## src/rtl/x_lut7_pkg.sv

```systemverilog
`default_nettype none
// ============================================================================
// Module   : x_lut7_pkg
// Brief    : Shared widths and FSM state type for the LUT7 table loader.
// Revision : 1.0
// ============================================================================
package x_lut7_pkg;

    localparam int TABLE_W     = 128;
    localparam int BYTE_W      = 8;
    localparam int FRAME_BYTES = 16;
    localparam int CNT_W       = 4;

    typedef enum logic [1:0] {
        IDLE   = 2'd0,
        LOAD   = 2'd1,
        COMMIT = 2'd2,
        DRAIN  = 2'd3
    } state_e;

endpackage
`default_nettype wire

```

## src/rtl/x_lut7_shadow.sv

```systemverilog
`default_nettype none
// ============================================================================
// Module   : x_lut7_shadow
// Brief    : 128-bit shadow register written one byte at a time by index.
// Revision : 1.0
// ============================================================================
module x_lut7_shadow
    import x_lut7_pkg::*;
(
    input  logic               clk_i,
    input  logic               we_i,
    input  logic [CNT_W-1:0]   idx_i,
    input  logic [BYTE_W-1:0]  data_i,
    output logic [TABLE_W-1:0] shadow_o
);

    logic [TABLE_W-1:0] shadow_q;

    // Contents are only meaningful once a full frame has been written, so no reset.
    always_ff @(posedge clk_i) begin
        if (we_i) begin
            shadow_q[{idx_i, 3'b000} +: BYTE_W] <= data_i;
        end
    end

    assign shadow_o = shadow_q;

endmodule
`default_nettype wire

```

## src/rtl/x_lut7_loader.sv

```systemverilog
`default_nettype none
// ============================================================================
// Module   : x_lut7_loader
// Brief    : Byte-stream loader with atomic commit for a reloadable 7-input LUT.
// Revision : 1.0
// ============================================================================
module x_lut7_loader
    import x_lut7_pkg::*;
#(
    parameter logic [TABLE_W-1:0] INIT = '0,
    parameter string              LOC  = "UNPLACED"
) (
    input  logic              CLK,
    input  logic              RST,
    input  logic              LD_VALID,
    input  logic [BYTE_W-1:0] LD_DATA,
    input  logic              LD_LAST,
    output logic              LD_READY,
    input  logic [6:0]        ADR,
    output logic              O,
    output logic              CFG_DONE,
    output logic              ERR
);

    localparam logic [CNT_W-1:0] C_LAST_IDX = CNT_W'(FRAME_BYTES - 1);

    state_e             state_q, state_d;
    logic [CNT_W-1:0]   cnt_q, cnt_d;
    logic [TABLE_W-1:0] active_q;
    logic [TABLE_W-1:0] shadow;
    logic               o_q, done_q, err_q;
    logic               ready, accept, byte_we, err_d, done_d;

    // Placement hint only; both branches are intentionally empty.
    if (LOC == "UNPLACED") begin : g_unplaced
    end else begin : g_placed
    end

    always_ff @(posedge CLK) begin
        if (RST) begin
            state_q <= IDLE;
            cnt_q   <= '0;
        end else begin
            state_q <= state_d;
            cnt_q   <= cnt_d;
        end
    end

    always_comb begin
        state_d = state_q;
        cnt_d   = cnt_q;
        case (state_q)
            IDLE: begin
                cnt_d = '0;
                if (accept && !LD_LAST) begin
                    state_d = LOAD;
                    cnt_d   = CNT_W'(1);
                end
            end
            LOAD: begin
                if (accept) begin
                    if (cnt_q == C_LAST_IDX) begin
                        state_d = LD_LAST ? COMMIT : DRAIN;
                        cnt_d   = '0;
                    end else if (LD_LAST) begin
                        state_d = IDLE;
                        cnt_d   = '0;
                    end else begin
                        cnt_d = cnt_q + CNT_W'(1);
                    end
                end
            end
            COMMIT: begin
                state_d = IDLE;
                cnt_d   = '0;
            end
            DRAIN: begin
                cnt_d = '0;
                if (accept && LD_LAST) begin
                    state_d = IDLE;
                end
            end
            default: begin
                state_d = IDLE;
                cnt_d   = '0;
            end
        endcase
    end

    // Ready drops combinationally under reset so no byte is taken while RST is high.
    always_comb begin
        ready   = !RST && (state_q != COMMIT);
        accept  = LD_VALID && ready;
        byte_we = accept && ((state_q == IDLE) || (state_q == LOAD));
        err_d   = accept && LD_LAST &&
                  ((state_q == IDLE) || (state_q == DRAIN) ||
                   ((state_q == LOAD) && (cnt_q != C_LAST_IDX)));
        done_d  = (state_q == COMMIT);
    end

    x_lut7_shadow u_shadow (
        .clk_i    (CLK),
        .we_i     (byte_we),
        .idx_i    (cnt_q),
        .data_i   (LD_DATA),
        .shadow_o (shadow)
    );

    // Lookup reads active_q before the commit lands, so O never mixes tables.
    always_ff @(posedge CLK) begin
        if (RST) begin
            active_q <= INIT;
            o_q      <= 1'b0;
            done_q   <= 1'b0;
            err_q    <= 1'b0;
        end else begin
            o_q    <= active_q[ADR];
            done_q <= done_d;
            err_q  <= err_d;
            if (done_d) begin
                active_q <= shadow;
            end
        end
    end

    assign LD_READY = ready;
    assign O        = o_q;
    assign CFG_DONE = done_q;
    assign ERR      = err_q;

endmodule
`default_nettype wire

```

## config.mk

```make
export PLATFORM = sky130hd
export DESIGN_NAME = x_lut7_loader
export DESIGN_NICKNAME = d
export VERILOG_FILES = /design/src/rtl/x_lut7_pkg.sv /design/src/rtl/x_lut7_shadow.sv /design/src/rtl/x_lut7_loader.sv
export SDC_FILE = /design/constraint.sdc
export NUM_CORES = 1
export LEC_CHECK = 0
export BUFFER_PORTS_ARGS = -buffer_cell sky130_fd_sc_hd__buf_4
export CAP_MARGIN = 30
export CORE_MARGIN = 3
export CORE_UTILIZATION = 62
export CTS_CLUSTER_DIAMETER = 100
export DETAILED_ROUTE_END_ITERATION = 6
export PLACE_DENSITY_LB_ADDON = 0.05
export SYNTH_ARGS = -nofsm -noshare
export SYNTH_HDL_FRONTEND = slang
export SYNTH_SLANG_ARGS = --single-unit
```

## constraint.sdc

```tcl
create_clock -name CLK -period 3.71 [get_ports CLK]
set_input_delay 0.5565 -clock CLK [delete_from_list [all_inputs] [get_ports CLK]]
set_output_delay 0.5565 -clock CLK [all_outputs]
set_load 0.03 [all_outputs]
```

==> metrics.txt, run 1 <==
highest-count cells in the layout ignoring fill and taps nor2_1 (230), mux2i_1 (144), dfxtp_1 (137), edfxtp_1 (128), and2_1 (69); worst r2r dst u_shadow.shadow_o[82]; R2R cell count 7; post-synth net total 974; initial core utilization 0.638; wire length per cell between 20 and 25 microns; syn avg cell area 11.8 sq um; Area Overhead vs Synth 10.8%; remaining antenna violation count 0; CTS H-tree lvls 1; Die X 140 microns; antenna violations before repair 0; top-level port count 23; clock transition at the registers of the reported paths 0.06 ns; status finished clean; crit path launch type flip-flop; drt total wl 24200 microns; grt ovf 0; crit path max-delay cell type nor2_1; P_leak 0.00443 uW; crit end category flip-flop; setup_tns 0 ns; Max Freq roughly 340 MHz; Critical Path Max Stage Delay ~0.61 ns; port bufs 22; worst-skew pair later-pin latency 0.52 ns; hold path cells 3; Slew headroom 0.308; Vias/cell 5.88; Root Buffer clkbuf_16; post-synth cell types 52; Top cell by count, worst path nor2_1; Required @ worst endpoint between 3 and 4 ns; final critical-path setup slack 0.762 ns; final worst path period share 0.795; mapped cell area 0.0111 sq mm; final hold violation count 0; Hold Buf Count CTS 0; Mapped Cells roughly 950; number of buffers created by CTS 27; PD cells 493 mW/mm^2; Top delay family on crit path simple AND/OR/NAND/NOR gates; CTS sink cnt 265; Clock Skews 0.0142 ns; Critical Path Fanout Max 8; first-pass GRT wire length roughly 38000 microns; maxcap violations 0; Worst Path Buf+Inv 1; Die Y 140 microns; Final Non-Filler Cells 1199; nets 982; Final setup viols 0; DRT Pass-1 Iters 5; Hold Path Class in2reg; Min Hold Slack around 0.34 ns; FP Rows 48; number of synthesized register bits approximately 270; worst hold start LD_VALID; Cell Count Post-Placement 1150; Final GP Congestion 0.854; Via Count 7048; post-CTS sizing 0; largest net degree at the start of global routing approximately 130; Setup WS pre-CTS 0.805 ns; commonest non-fill, non-tap cell in the layout nor2_1; Slew @ Worst Pin 1.04 ns; EDFF count, synth approximately 130; TritonCTS clock tree built; Hold Path Sink ERR; Synth warnings 0; Residual DRC 0; critical path cell sequence inv_1 > ha_4 > nor2_1 > nand2_1 > nor2_1 > o21ai_0 > nor2_1; post-CTS repair timing setup buffer count 0; Core Box Area 0.0175 sq mm; min Tclk post-route 2.95 ns; RSZ-0062 raised after global routing no; FILL cells ~1200; die area 0.0196 sq mm; diodes inserted 0; R2R Setup Slk about 0.76 ns; sequential share of the synthesized area 0.591; vias in the first global route 7048; asr flop ratio synth 0; clock buffer depth 3; Overall Global Routing Usage 0.248; maximum VDD drop 0.400 mV; Top FF cell, synth dfxtp_1; CP arrival 3.09 ns; 1st-iter DRT viols between 600 and 700; RR Startpoint state_q[0]; layout cells sized above 1 0.103; Slew Limit Fails 0; DP Wirelength 16000 microns; WS Path Type reg2reg
==> Yosys cell counts (4+ instances only) <==
library cell / count / share of area
mux4_2: 7 / 0.014
buf_4: 4 / 0.0027
buf_1: 10 / 0.0034
nand2b_1: 4 / 0.0022
nor2_1: 230 / 0.077
and2_1: 69 / 0.039
nor2b_1: 10 / 0.0056
mux2_2: 7 / 0.0071
nand3_1: 14 / 0.0063
mux2i_1: 144 / 0.13
mux4_1: 14 / 0.033
a21oi_1: 10 / 0.0045
ha_1: 9 / 0.010
a31oi_1: 4 / 0.0022
clkbuf_1: 29 / 0.0098
nand2_1: 40 / 0.013
a22oi_1: 10 / 0.0067
dfxtp_1: 137 / 0.25
inv_1: 7 / 0.0024
nor3_1: 4 / 0.0018
buf_2: 7 / 0.0031
edfxtp_1: 128 / 0.34
o21ai_0: 8 / 0.0036
==> report_power, final <==
group / switching, uW / internal [uW] / total [uW]
registers: 5.81 / 3050 / 3060
clock network: 1100 / 1690 / 2790
logic: 163 / 76.6 / 239
total: 1260 / 4820 / 6090
==> per-layer routing <==
layer / track usage / vias to the layer above / share of wire
li1: - / 3336 / -
met1: 0.339 / 3422 / 0.43
met2: 0.408 / 234 / 0.48
met3: 0.0430 / 56 / 0.062
met4: 0.0806 / 0 / 0.035
met5: 0 / - / 0
==> worst register-to-register path: stages (launching register included) <==
cell	delay, ns
dfxtp_1	0.39
inv_1	0.13
ha_4	0.19
nor2_1	0.19
nand2_1	0.15
nor2_1	0.57
o21ai_0	0.35
nor2_1	0.61
==> stage by stage <==
step | utilization | total power (uW) | cell area (sq um)
after CTS | 0.707 | 6120 | 12400
after global placement | 0.654 | 3360 | 11400
after global routing | 0.707 | 6250 | 12400
final | 0.707 | 6090 | 12400
after detailed placement | 0.654 | 3360 | 11400
after floorplan | - | 3280 | 11100
==> cell type report <==
class / count / area (sq um) / area share
Sequential cell: 265 / 6590 / 0.533
Multi-Input combinational cell: 620 / 4280 / 0.346
Clock buffer: 28 / 689 / 0.0558
Tap cell: 225 / 282 / 0.0228
Timing Repair Buffer: 33 / 260 / 0.0211
Clock inverter: 21 / 231 / 0.0187
Inverter: 7 / 26.3 / 0.00213
==> worst max path at each step <==
stage / from / end / slack (ns) / depth (start not counted)
6_report: state_q[0] / u_shadow.shadow_o[82] / 0.76 / 7
5_1_grt: state_q[0] / u_shadow.shadow_o[80] / 0.52 / 7
4_1_cts: state_q[0] / u_shadow.shadow_o[87] / 0.76 / 7
3_5_place_dp: state_q[0] / u_shadow.shadow_o[85] / 0.81 / 7
3_3_place_gp: RST / u_shadow.shadow_o[101] / 0.92 / 6
2_1_floorplan: cnt_q[0] / u_shadow.shadow_o[72] / 0.98 / 8
==> sequential cells by signal, summed over array words and instances (netlist names) <==
register	flops
state_q	2
ERR	1
u_shadow.shadow_o	128
O	1
active_q	128
cnt_q	4
CFG_DONE	1
==> cells by family (layout without fill, tap and decap cells) <==
kind of cell	Yosys count	count (layout)	synth area share
compound gates	48	48	0.0295
fa+ha+maj	9	9	0.0101
buf+inv	61	89	0.0264
flops	265	265	0.591
mux	174	174	0.186
simple gates	389	389	0.158
(Power assumes the default switching activity.)
==> inputs of run 2 (changes only) <==
--- a/config.mk
+++ b/config.mk
@@ -5,10 +5,11 @@
 export SDC_FILE = /design/constraint.sdc
 export NUM_CORES = 1
 export LEC_CHECK = 0
+export ABC_AREA = 1
 export BUFFER_PORTS_ARGS = -buffer_cell sky130_fd_sc_hd__buf_4
 export CAP_MARGIN = 30
 export CORE_MARGIN = 3
-export CORE_UTILIZATION = 62
+export CORE_UTILIZATION = 56
 export CTS_CLUSTER_DIAMETER = 100
 export DETAILED_ROUTE_END_ITERATION = 6
 export PLACE_DENSITY_LB_ADDON = 0.05
==> constraint.sdc (replaced) <==
create_clock -name CLK -period 2.4 [get_ports CLK]
set_input_delay 0.36 -clock CLK [delete_from_list [all_inputs] [get_ports CLK]]
set_output_delay 0.36 -clock CLK [all_outputs]
set_load 0.03 [all_outputs]
==> metrics.txt, run 2 <==
status finished clean; DRT Pass-1 Iters 6; syn avg cell area 10.2 sq um; Die Y 144 microns; Slew headroom 0.662; clock transition at the registers of the reported paths about 0.060 ns; Area Overhead vs Synth 14.2%; post-synth cell types 32; Slew @ Worst Pin 0.506 ns; drt total wl 26000 microns; hold path cells 3; Placed Area 0.0112 sq mm; commonest non-fill, non-tap cell in the layout nand2_1; CTS sink cnt around 270; Top delay family on crit path buffers and inverters; final instance area 0.0122 sq mm; post-synth top area share 0.359; Core Box Area 0.0184 sq mm; worst hold start ADR[6]; final critical-path setup slack about 0.090 ns; Area contributors post-synth edfxtp_1 (36%), dfxtp_1 (26%), a22o_1 (10%); crit end category output port; switching share of power 0.277; die area 0.0208 sq mm; EDFF count, synth 128; sequential share of the synthesized area 0.615; remaining antenna violation count 0; DR top layer met4; PD cells 959 mW/mm^2; final worst path period share 0.963; M1 wire length between 10000 and 15000 microns; nets 1106; Residual DRC 0; R2R Setup Slk 0.19 ns; Max Freq 433 MHz; Gate power share 0.176; critical path cell sequence inv_1 > ha_1 > nor2_4 > buf_4 > clkbuf_16 > buf_4; final hold violation count 0; Final setup viols 0; P_leak 0.00465 uW; Critical Path Fanout Max 17; multi-input combinational cell area 0.00359 sq mm; number of synthesized register bits 265; Clock Skews 0.0128 ns; Synth warnings 0; Vias/cell around 5.8; worst r2r dst u_shadow.shadow_o[93]; Hold Path Class in2reg; layout cells sized above 1 0.130; Worst Path Buf+Inv 4; met3 WL about 1600 microns; Setup WS pre-CTS 0.170 ns; most common cell in the netlist nand2_1; FP Rows 49; maxcap violations 0; DP Wirelength 15900 microns; Die X 144 microns; DR WL met2 12100 microns; Clock Power Share 0.360; Top cell by count, worst path buf_4; crit path max-delay cell type dfxtp_1; net switching power 3250 uW; Seq pwr share 0.463; top-level port count 23; TritonCTS clock tree built; Reg area 0.00659 sq mm; post-synth net total approximately 1100; Hold Path Sink O; 1st-iter DRT viols 559; Via Count between 7000 and 8000; Top FF cell, synth dfxtp_1; number of buffers created by CTS 27; crit path launch type flip-flop; Overall Global Routing Usage 0.248; diodes inserted 0; RR Startpoint state_q[0]; cell internal pwr 8490 uW; grt ovf 0; WS Path Type reg2out; initial core utilization 0.582; area leader, netlist edfxtp_1; largest net degree at the start of global routing 66; Final GP Congestion 0.867; vias in the first global route 7357; wire length per cell 19.6 microns; Required @ worst endpoint 2.04 ns; worst-skew pair later-pin latency approximately 0.52 ns; top cells by count, synth nand2_1 (200), nand3_1 (139), dfxtp_1 (137); FILL cells 1418; clock buffer depth 3; highest-count cells in the layout ignoring fill and taps nand2_1 (200), nand3_1 (139), dfxtp_1 (137), edfxtp_1 (128), a22o_1 (127); CP arrival around 2.0 ns; maximum VDD drop 0.626 mV; Critical Path Max Stage Delay 0.36 ns; Mapped Cells 1053; min Tclk post-route 2.31 ns; Slew Limit Fails 0; first-pass GRT wire length around 40000 microns; CTS H-tree lvls 1; port bufs 22; asr flop ratio synth 0; R2R cell count 10; mapped cell area 0.0107 sq mm; Root Buffer clkbuf_16; Min Hold Slack between 0.07 and 0.08 ns; antenna violations before repair 0
run 2: changes by cell type after synthesis, moves of 38 or more:
cell,previous run,this run
nand2_1,40,200
mux2i_1,144,0
a22o_1,0,127
nand3_1,14,139
nor2_1,230,115
and2_1,69,0
inv_1,7,45
run 2: logic make-up (layout without fill, tap and decap cells):
logic type,after synthesis,count (layout),synth area share
buffers and inverters,126,171,0.0529
AOI/OAI and AO/OA,145,145,0.114
and+or+nand+nor,508,508,0.208
DFF,265,265,0.615
adders and majority gates,9,9,0.0105
run 2: metrics by stage:
stage                      util  TNS [ns]  std cells  total power [uW]
final                     0.665         0       1327             11700
after global routing      0.665  -0.00191       1327             12200
after CTS                 0.663         0       1323             11700
after detailed placement  0.611         0       1273              7500
after global placement    0.611         0       1273              7460
after floorplan               -     -2.32       1053              6910
run 2: tightest hold or removal path: stages:
cell and delay [ns]:
buf_4 0.09, nor2_1 0.04, nor2_1 0.08
run 2: worst max path at each step:
stage          startpoint  cells past startpoint                     to
2_1_floorplan    cnt_q[0]                      8  u_shadow.shadow_o[10]
3_3_place_gp   state_q[0]                     10  u_shadow.shadow_o[82]
3_5_place_dp   state_q[0]                     10  u_shadow.shadow_o[74]
4_1_cts        state_q[0]                      5               LD_READY
5_1_grt        state_q[0]                      6               LD_READY
6_report       state_q[0]                      6               LD_READY
run 2: area by class of cell:
class	count	area share
Clock inverter	14	0.0120
Multi-Input combinational cell	662	0.293
Sequential cell	265	0.538
Timing Repair Buffer	66	0.0531
Tap cell	229	0.0234
Inverter	56	0.0172
Clock buffer	35	0.0626
run 2: per-layer routing:
metal	up-vias	global-route usage
li1	3738	-
met1	3635	0.340
met2	228	0.405
met3	60	0.0377
met4	0	0.0913
met5	-	0
run 2: power by group through the flow:
stage / combinational (uW) / sequential (uW) / clock, uW
CTS: 2020 / 5440 / 4290
floorplan: 1420 / 5480 / 0
detailed placement: 1970 / 5530 / 0
finish: 2070 / 5440 / 4230
global route: 2270 / 5490 / 4470
global placement: 1940 / 5520 / 0
run 2: what timing repair did:
item	CTS	global route
pin swaps	1	2
resized for setup	1	3
hold buffers	0	0
buffers inserted	0	2
setup endpoints to repair	1	70
gates cloned	1	2
==> inputs of run 3 (changes only) <==
--- a/config.mk
+++ b/config.mk
@@ -12,6 +12,7 @@
 export CORE_UTILIZATION = 56
 export CTS_CLUSTER_DIAMETER = 100
 export DETAILED_ROUTE_END_ITERATION = 6
+export HOLD_SLACK_MARGIN = 0.12
 export PLACE_DENSITY_LB_ADDON = 0.05
 export SYNTH_ARGS = -nofsm -noshare
 export SYNTH_HDL_FRONTEND = slang
==> metrics.txt, run 3 (synthesis results as in run 2) <==
PD cells 958 mW/mm^2; highest-count cells in the layout ignoring fill and taps nand2_1 (200), nand3_1 (139), dfxtp_1 (137), edfxtp_1 (128), a22o_1 (127); status finished clean; antenna violations before repair 0; grt ovf 0; Hold Path Class in2reg; fin util 0.666; Final Non-Filler Cells 1329; Slew headroom 0.663; RR Startpoint state_q[0]; Clock Skews 0.00967 ns; drt total wl 26000 microns; Min Hold Slack 0.141 ns; clock transition at the registers of the reported paths around 0.060 ns; CTS H-tree lvls 1; layout cells sized above 1 0.130; first-pass GRT wire length around 40000 microns; vias in the first global route 7356; commonest non-fill, non-tap cell in the layout nand2_1; R2R cell count 10; Residual DRC 0; Setup WS pre-CTS 0.170 ns; worst hold start LD_LAST; crit path launch type flip-flop; clock buffer depth 3; Die Y 144 microns; Core Box Area 0.0184 sq mm; worst-skew pair later-pin latency 0.52 ns; Final GP Congestion 0.867; Max Freq 432 MHz; min Tclk post-route 2.31 ns; final worst path period share 0.964; Critical Path Fanout Max 17; initial core utilization 0.582; Overall Global Routing Usage 0.248; CP startpoint state_q[0]; crit end category output port; FILL cells 1417; largest net degree at the start of global routing 66; CP arrival 1.95 ns; port bufs 22; Die X about 140 microns; WS Path Type reg2out; P_leak 0.00466 uW; CTS sink cnt around 270; Hold Path Sink ERR; top-level port count 23; wire length per cell a little under 20 microns; TritonCTS clock tree built; Area Overhead vs Synth 14.4%; Slew Limit Fails 0; 1st-iter DRT viols 575; remaining antenna violation count 0; DRT Pass-1 Iters 5; DP Wirelength about 16000 microns; number of buffers created by CTS 27; Cell Count Post-Placement 1273; diodes inserted 0; maxcap violations 0; Vias/cell 5.78; Via Count 7680; Slew @ Worst Pin 0.504 ns; R2R Setup Slk 0.21 ns; Required @ worst endpoint 2.04 ns; worst r2r dst u_shadow.shadow_o[93]; Root Buffer clkbuf_16; final hold violation count 0; setup_tns 0 ns; hold path cells 3; nets ~1100; die area 0.0208 sq mm; maximum VDD drop 0.625 mV; final critical-path setup slack 0.0859 ns; FP Rows between 40 and 50; Final setup viols 0
[run 3: where the power goes]
| group | internal (uW) | switching (uW) |
|---|---|---|
| logic | 735 | 1340 |
| registers | 5200 | 238 |
| clock network | 2560 | 1670 |
[run 3: how the worst max path moves through the flow]
stage,to,depth (start not counted)
global route,LD_READY,6
CTS,LD_READY,5
floorplan,u_shadow.shadow_o[10],8
global placement,u_shadow.shadow_o[82],10
detailed placement,u_shadow.shadow_o[74],10
finish,LD_READY,6
[run 3: routing by layer]
layer	track usage	up-vias	routed length (microns)
li1	-	3741	-
met5	0	-	0
met1	0.340	3634	11300
met3	0.0377	56	1760
met2	0.405	249	12200
met4	0.0913	0	755
[run 3: area by class of cell]
class | count | area, sq um | area share
timing repair buffer | 68 | 669 | 0.0546
multi-input combinational | 662 | 3590 | 0.293
sequential | 265 | 6590 | 0.537
tap | 229 | 287 | 0.0234
inverter | 56 | 210 | 0.0172
clock buffer | 35 | 766 | 0.0625
clock inverter | 14 | 146 | 0.0119
[run 3: through the flow]
| stage | power (uW) | cell area, sq um |
|---|---|---|
| 3_3_place_gp | 7460 | 11200 |
| 4_1_cts | 11700 | 12200 |
| 6_report | 11700 | 12300 |
| 2_1_floorplan | 6910 | 10700 |
| 5_1_grt | 12200 | 12300 |
| 3_5_place_dp | 7500 | 11200 |
[run 3: timing repair]
item                                    in CTS  in global routing
resized for setup                            1                  3
hold endpoints to repair                     3                  0
setup buffers                                0                  2
endpoints found under the setup margin       1                 70
cloned                                       1                  2
pin swaps                                    1                  2
hold buffers                                 2                  0
[run 3: critical path: stages (launching register included)]
cell,delay (ns)
dfxtp_1,0.36
inv_1,0.10
ha_1,0.26
nor2_4,0.13
buf_4,0.18
clkbuf_16,0.21
buf_4,0.18
